### src/rtl/udp_arbitr_n.sv
// udp_arbitr_n: N-channel packet arbiter onto one MAC TX stream with grant timeout
module udp_arbitr_n #(
  parameter int N_CH    = 3,
  parameter int DATA_W  = 32,
  parameter int MOD_W   = 2,
  parameter int RR      = 1,
  parameter int TIMEOUT = 4096
) (
  input  logic                     clk,
  input  logic                     rst,
  input  logic                     tx_rdy,
  input  logic [N_CH-1:0]          en,
  input  logic [N_CH-1:0]          in_wren,
  input  logic [N_CH-1:0]          in_sop,
  input  logic [N_CH-1:0]          in_eop,
  input  logic [N_CH*MOD_W-1:0]    in_mod,
  input  logic [N_CH*DATA_W-1:0]   in_data,
  output logic [N_CH-1:0]          in_rdy,
  output logic                     tx_wren,
  output logic                     tx_sop,
  output logic                     tx_eop,
  output logic [MOD_W-1:0]         tx_mod,
  output logic [DATA_W-1:0]        tx_data,
  output logic [N_CH-1:0]          grant,
  output logic                     err_timeout
);
  localparam int GW = $clog2(N_CH);
  localparam int CW = TIMEOUT > 0 ? $clog2(TIMEOUT + 1) : 1;
  typedef enum logic [1:0] {IDLE, GRANT, XFER, GAP} state_t;
  state_t st_q, st_d;
  logic [GW-1:0] g_q, g_d, last_q, last_d, win;
  logic [CW-1:0] cnt_q, cnt_d;
  logic [N_CH-1:0] grant_q, grant_d, rdy_q, rdy_d;
  logic wren_q, wren_d, sop_q, sop_d, eop_q, eop_d, to_q, to_d;
  logic [MOD_W-1:0] mod_q, mod_d;
  logic [DATA_W-1:0] data_q, data_d;
  logic found, act, wr, to_hit;
  int idx;
  // Winner search: rotate from the channel after the last grant, or take the lowest index
  always_comb begin
    win = '0;
    found = 1'b0;
    idx = 0;
    for (int i = 0; i < N_CH; i++) begin
      idx = RR != 0 ? (int'(last_q) + 1 + i) % N_CH : i;
      if (!found && en[idx]) begin
        win = GW'(idx);
        found = 1'b1;
      end
    end
  end
  // Next state, grant bookkeeping, idle counter and the beat to forward
  always_comb begin
    act = st_q == GRANT || st_q == XFER;
    wr = act && in_wren[g_q];
    to_hit = TIMEOUT > 0 && act && !wr && cnt_q == CW'(TIMEOUT - 1);
    st_d = st_q;
    g_d = g_q;
    last_d = last_q;
    grant_d = grant_q;
    cnt_d = (TIMEOUT > 0 && act && !wr) ? cnt_q + 1'b1 : '0;
    to_d = to_hit;
    if (st_q == IDLE && found) begin
      st_d = GRANT;
      g_d = win;
      grant_d = N_CH'(1) << win;
    end
    if (wr) st_d = in_eop[g_q] ? GAP : XFER;
    if (to_hit) st_d = GAP;
    if (st_q == GAP) begin
      st_d = IDLE;
      grant_d = '0;
      last_d = g_q;
    end
    wren_d = wr;
    sop_d = act && in_sop[g_q];
    eop_d = act && in_eop[g_q];
    mod_d = act ? in_mod[g_q*MOD_W +: MOD_W] : '0;
    data_d = act ? in_data[g_q*DATA_W +: DATA_W] : '0;
    rdy_d = act ? N_CH'(tx_rdy) << g_q : '0;
  end
  // State and registered outputs
  always_ff @(posedge clk) begin
    if (rst) begin
      st_q <= IDLE;
      g_q <= '0;
      last_q <= GW'(N_CH - 1);
      cnt_q <= '0;
      grant_q <= '0;
      rdy_q <= '0;
      wren_q <= 1'b0;
      sop_q <= 1'b0;
      eop_q <= 1'b0;
      to_q <= 1'b0;
      mod_q <= '0;
      data_q <= '0;
    end else begin
      st_q <= st_d;
      g_q <= g_d;
      last_q <= last_d;
      cnt_q <= cnt_d;
      grant_q <= grant_d;
      rdy_q <= rdy_d;
      wren_q <= wren_d;
      sop_q <= sop_d;
      eop_q <= eop_d;
      to_q <= to_d;
      mod_q <= mod_d;
      data_q <= data_d;
    end
  end
  assign grant = grant_q;
  assign in_rdy = rdy_q;
  assign tx_wren = wren_q;
  assign tx_sop = sop_q;
  assign tx_eop = eop_q;
  assign tx_mod = mod_q;
  assign tx_data = data_q;
  assign err_timeout = to_q;
endmodule
### config.mk
export PLATFORM = sky130hd
export DESIGN_NAME = udp_arbitr_n
export DESIGN_NICKNAME = d
export VERILOG_FILES = /design/src/rtl/udp_arbitr_n.sv
export SDC_FILE = /design/constraint.sdc
export NUM_CORES = 1
export LEC_CHECK = 0
export CAP_MARGIN = 20
export CELL_PAD_IN_SITES_DETAIL_PLACEMENT = 1
export CELL_PAD_IN_SITES_GLOBAL_PLACEMENT = 1
export CORE_ASPECT_RATIO = 1.1
export CORE_MARGIN = 5
export CORE_UTILIZATION = 29
export DETAILED_ROUTE_END_ITERATION = 10
export PLACE_DENSITY = 0.93
export SLEW_MARGIN = 0
export SYNTH_ARGS = -nofsm -noshare
export SYNTH_HDL_FRONTEND = slang
export SYNTH_SLANG_ARGS = --single-unit
### constraint.sdc
create_clock -name clk -period 3.8 [get_ports clk]
set_clock_uncertainty 0.05 [all_clocks]
set_input_delay 0.76 -clock clk [delete_from_list [all_inputs] [get_ports clk]]
set_output_delay 0.76 -clock clk [all_outputs]
set_load 0.005 [all_outputs]
Word level (Yosys, flattened, before mapping). Index checks and enable logic that the tools add are counted.

Bits in registers: 63. Bits of input ports: 117. Output and inout bits: 44. Logic and storage cells: 75.

Add/sub/neg operators: 4. Divide/modulo/power cells: 3. Order comparisons: 4. Eq/ne operators: 4. Shift operators: 4. Multiplexer cells: 25. Bitwise gates (word level): 2. Reduce and logical (&&, ||, !) cells: 17.

Operator list (count): less-than comparator 32 x 4 -> 1 bit, second input constant (3); remainder unit 32 x 3 -> 32 bit, second input constant (3); indexed part select 96 x 8 -> 32 bit (1); adder 32 x 2 -> 32 bit, second input constant (1); adder 13 x 1 -> 13 bit, second input constant (1); == test 13 x 12 -> 1 bit, second input constant (1); two-way mux 1 bit (13); binary-select mux 1 bit (select 2 bit) (6); two-way mux 2 bit (6); logical AND 1 bit (8); OR reduction 2 bit (3); indexed part select 6 x 4 -> 2 bit (1); adder 3 x 2 -> 4 bit, second input constant (1); == test 2 bit, second input constant (2); adder 2 x 1 -> 3 bit, second input constant (1); logical NOT 1 bit (3); less-than comparator 2 x 3 -> 1 bit, second input constant (1); nonzero test 3 bit (1); left shift 1 x 2 -> 3 bit (1); left shift 1 x 2 -> 3 bit, first input constant (1); == test 2 x 1 -> 1 bit, second input constant (1); logical NOT 2 bit (1); inverter 1 bit (2); logical OR 1 bit (1).

Longest topological paths before layout.
Depth in word-level cells: 16. Gate-level depth with buffers: 8. Mapped depth without buffers: 7.

Worst setup path after synthesis. Ideal clock, no wire load.

Path kind: input-to-reg. Start point: in en[2]. End point: reg grant_q[0], in the netlist grant[0]. Library setup time: 0.115 ns. Arrival time: 1.864 ns. Data required time: 3.635 ns. Slack: 1.770 ns. Stages: 4. Path buffers: 0. Cells stage by stage: or2b_2 or3b_1 mux2_2 a31o_1.

Cells in the longest elaborated chain, start to end: 11. Elaborated cells on any way between the ends: 21. Those cells by class: shift (1); mux (15); reduce/logical (5).

RTL lines: start: declaration (RTL line 12) `input logic [N_CH-1:0] en,`; binary-select mux 1 bit (select 2 bit) (RTL line 46) `if (!found && en[idx]) begin`; two-way mux 1 bit (not written as such) (2 in a row) (RTL line 46); two-way mux 1 bit (RTL line 46); logical NOT 1 bit (RTL line 46); logical AND 1 bit (RTL line 46); two-way mux 1 bit (RTL line 46); logical NOT 1 bit (RTL line 46); logical AND 1 bit (RTL line 46); two-way mux 2 bit or two-way mux 1 bit (tied branches) (RTL line 46); left shift 1 x 2 -> 3 bit or logical AND 1 bit (tied branches) (RTL line 66, 63); end signal: assignment (RTL line 102) `grant_q <= grant_d;`; end: declaration (RTL line 33) `logic [N_CH-1:0] grant_q, grant_d, rdy_q, rdy_d;`.

Several ways; a longest one is shown, not always the timed one. The select of a mux whose other input is x is not followed. A chain may end at the register's enable or synchronous reset.

Worst setup path in the final report. Ends and elaborated chain as after synthesis.

==> results.json <==
{
  "fin_setup_tns_ps": 0,
  "finalSetupViolCount": 0,
  "synth_cell_types": 39,
  "cp.buffers_inverters": 1,
  "fin_crit_ps": 2410,
  "crit_arrival_ps": 2650,
  "via_per_inst": 4.85,
  "yosys_warnings": 0,
  "cts_root_buf": "clkbuf_8",
  "post-route-period-util_pct": 63.6,
  "status": "completed",
  "area_growth_pct": 66.4,
  "place_congestion": 0.805,
  "synth_top_family_by_area": "simple AND/OR/NAND/NOR gates",
  "die_x_um": 105,
  "path_delay_family": "compound AO/OA/AOI/OAI gates",
  "seq_area_frac_synth_pct": 43.6,
  "nets": 617,
  "dieHeight_um": 115,
  "maxCapViolCount": 0,
  "drtIter0Drc": 49,
  "cp_max_fo": 10,
  "syn_inst": 337,
  "slew_viol_final": 0,
  "seqPwrFrac_pct": 31.8,
  "worstSetupPathType": "input port to flip-flop",
  "power.internal_mw": 1.87,
  "tritoncts": "done",
  "cp_cell_sequence": "clkdlybuf4s50_1 -> or2b_2 -> a21boi_1 -> o41a_1 -> o311a_2 -> a31o_1",
  "worst_slew_pin_slew_ps": 792,
  "ys_ff_latch": 63,
  "fmax_mhz": 414,
  "crit_slowest_cell": "clkdlybuf4s50_1",
  "dr_total_vias": 2999,
  "hold_path.class": "flip-flop to flip-flop",
  "syn-cell-area_mm2": 0.00289,
  "p_leak_nw": 1.86,
  "place_area_mm2": 0.00459,
  "dr.pass1.iters": 4,
  "syn_nets": 461,
  "synth-edff-count": 0,
  "antenna_found_initial": 0,
  "antenna_cells": 0,
  "io_buffers": 160,
  "fill_cells": 1136,
  "rsz0062_at_grt": "false",
  "synth_mux_area_share_pct": 15.6,
  "vdd_drop_max_v": 0.000261,
  "yosys.area_share.simple_pct": 20.3,
  "h-tree-depth": 3,
  "end_kind": "flip-flop",
  "ys_async_sr_fraction_pct": 0,
  "clk_pin_slew_ps": 70,
  "critPathRequiredTime_ps": 4030,
  "yosys.area_share.adder_pct": 3.03,
  "post_cts_resized": 0,
  "grt_max_degree": 43,
  "wirelength_mm": 10.6,
  "detail-route-antenna-nets": 0,
  "start_kind": "input port",
  "synth_xor_area_share_pct": 3.03,
  "globalRouteTotalUtil_pct": 17.4,
  "switchingPower_mw": 1.03,
  "core_area_mm2": 0.00979,
  "stdcell_area_mm2": 0.00481,
  "holdWs_ps": 436,
  "die-area_mm2": 0.0121,
  "synth-main-ff-cell": "dfxtp_1",
  "clock-sinks": 63,
  "synth-compound-area-share_pct": 10.6,
  "drive_gt1_share_pct": 5.62,
  "syn_area_per_cell_um2": 8.58,
  "final_cell_mix": "160 x clkdlybuf4s50_1, 96 x nor2_1, 62 x dfxtp_1, 44 x mux2i_1, 40 x a21oi_1",
  "pin_count": 161,
  "slowest_delay_ps": 510,
  "grt.overflow.total": 0,
  "clk_latency_ps": 340,
  "hold_viol": 0,
  "grt_pass1_wl_mm": 16.7,
  "power_density_mw_per_mm2": 602,
  "mostFrequentLayoutCell": "clkdlybuf4s50_1",
  "post_cts_buffers": 0,
  "grt_pass1_vias": 3409,
  "wl_per_cell_um": 17.2,
  "start_util_pct": 29.5,
  "clk_path_buf_depth": 2,
  "drc": 0,
  "dp_hpwl_mm": 8.49,
  "relSlewSlack_pct": 46.9,
  "postCtsHoldBufs": 0,
  "num_rows": 38,
  "cts_buffers": 9,
  "power.share.switching_pct": 35.5,
  "power_frac_comb_pct": 45.9,
  "p_clk_share_pct": 22.3
}
-- cell type report --
type | count | area [um2] | area share (%)
clock buffer | 10 | 138 | 2.86
multi-input combinational | 249 | 1520 | 31.7
tap | 120 | 150 | 3.12
timing repair buffer | 164 | 1630 | 33.9
clock inverter | 6 | 83.8 | 1.74
sequential | 63 | 1260 | 26.2
inverter | 6 | 22.5 | 0.468
-- synth_stat cells, types with 3 or more instances --
| master | n | area, um2 |
|---|---|---|
| nand3_1 | 6 | 30.0 |
| mux2i_1 | 44 | 440 |
| nand2_1 | 9 | 33.8 |
| inv_1 | 6 | 22.5 |
| and3_1 | 4 | 25.0 |
| nor2_1 | 96 | 360 |
| ha_1 | 7 | 87.6 |
| buf_2 | 7 | 35.0 |
| buf_1 | 4 | 15.0 |
| clkbuf_1 | 7 | 26.3 |
| xor2_1 | 8 | 70.1 |
| o21ai_0 | 3 | 15.0 |
| a21oi_1 | 40 | 200 |
| dfxtp_1 | 63 | 1260 |
-- power groups by stage --
stage	Sequential (mW)	Clock, mW	Combinational [mW]
4_1_cts	0.926	0.668	1.36
2_1_floorplan	0.907	0	0.752
5_1_grt	0.944	0.695	1.46
3_5_place_dp	0.939	0	1.34
6_report	0.922	0.647	1.33
3_3_place_gp	0.929	0	1.28
-- cell families after synthesis --
kind of cell    count (synthesis)
fa+ha+maj                       7
buf+inv                        25
simple gates                  134
mux                            45
flops                          63
xor+xnor                       10
compound gates                 53
-- sequential cells by signal, indices dropped and copies added (netlist names) --
register     flops
tx_eop           1
g_q              2
tx_mod           2
in_rdy           3
tx_sop           1
grant            3
tx_data         32
st_q             2
tx_wren          1
cnt_q           13
err_timeout      1
last_q           2
-- routing by layer --
layer,GRT usage [%],up-vias,part of all wire [%]
met5,0,-,0
met1,17.1,1412,36
met2,32.4,113,53
li1,-,1449,-
met3,7.11,25,8.6
met4,7.16,0,2.7
-- final timing paths --
path	slack, ps	cells after the start	end	from
max	1390	6	grant[0]$_SDFFE_PP0P_	en[2]
max reg2reg	1410	5	st_q[0]$_SDFFE_PP0P_	g_q[1]$_SDFFE_PP0P_
min reg2reg	440	1	cnt_q[0]$_SDFF_PP0_	cnt_q[0]$_SDFF_PP0_
min	440	1	cnt_q[0]$_SDFF_PP0_	cnt_q[0]$_SDFF_PP0_
-- stage by stage --
stage               setup slack [ps]  power (mW)  std cells  utilization, %
global placement                1200        2.21        602            46.9
detailed placement              1060        2.28        602            46.9
CTS                             1310        2.95        618            49.1
finish                          1390        2.90        618            49.1
floorplan                       1770        1.66        337               -
global route                    1180        3.10        618            49.1
No activity file was read; power rests on OpenSTA's default activity.
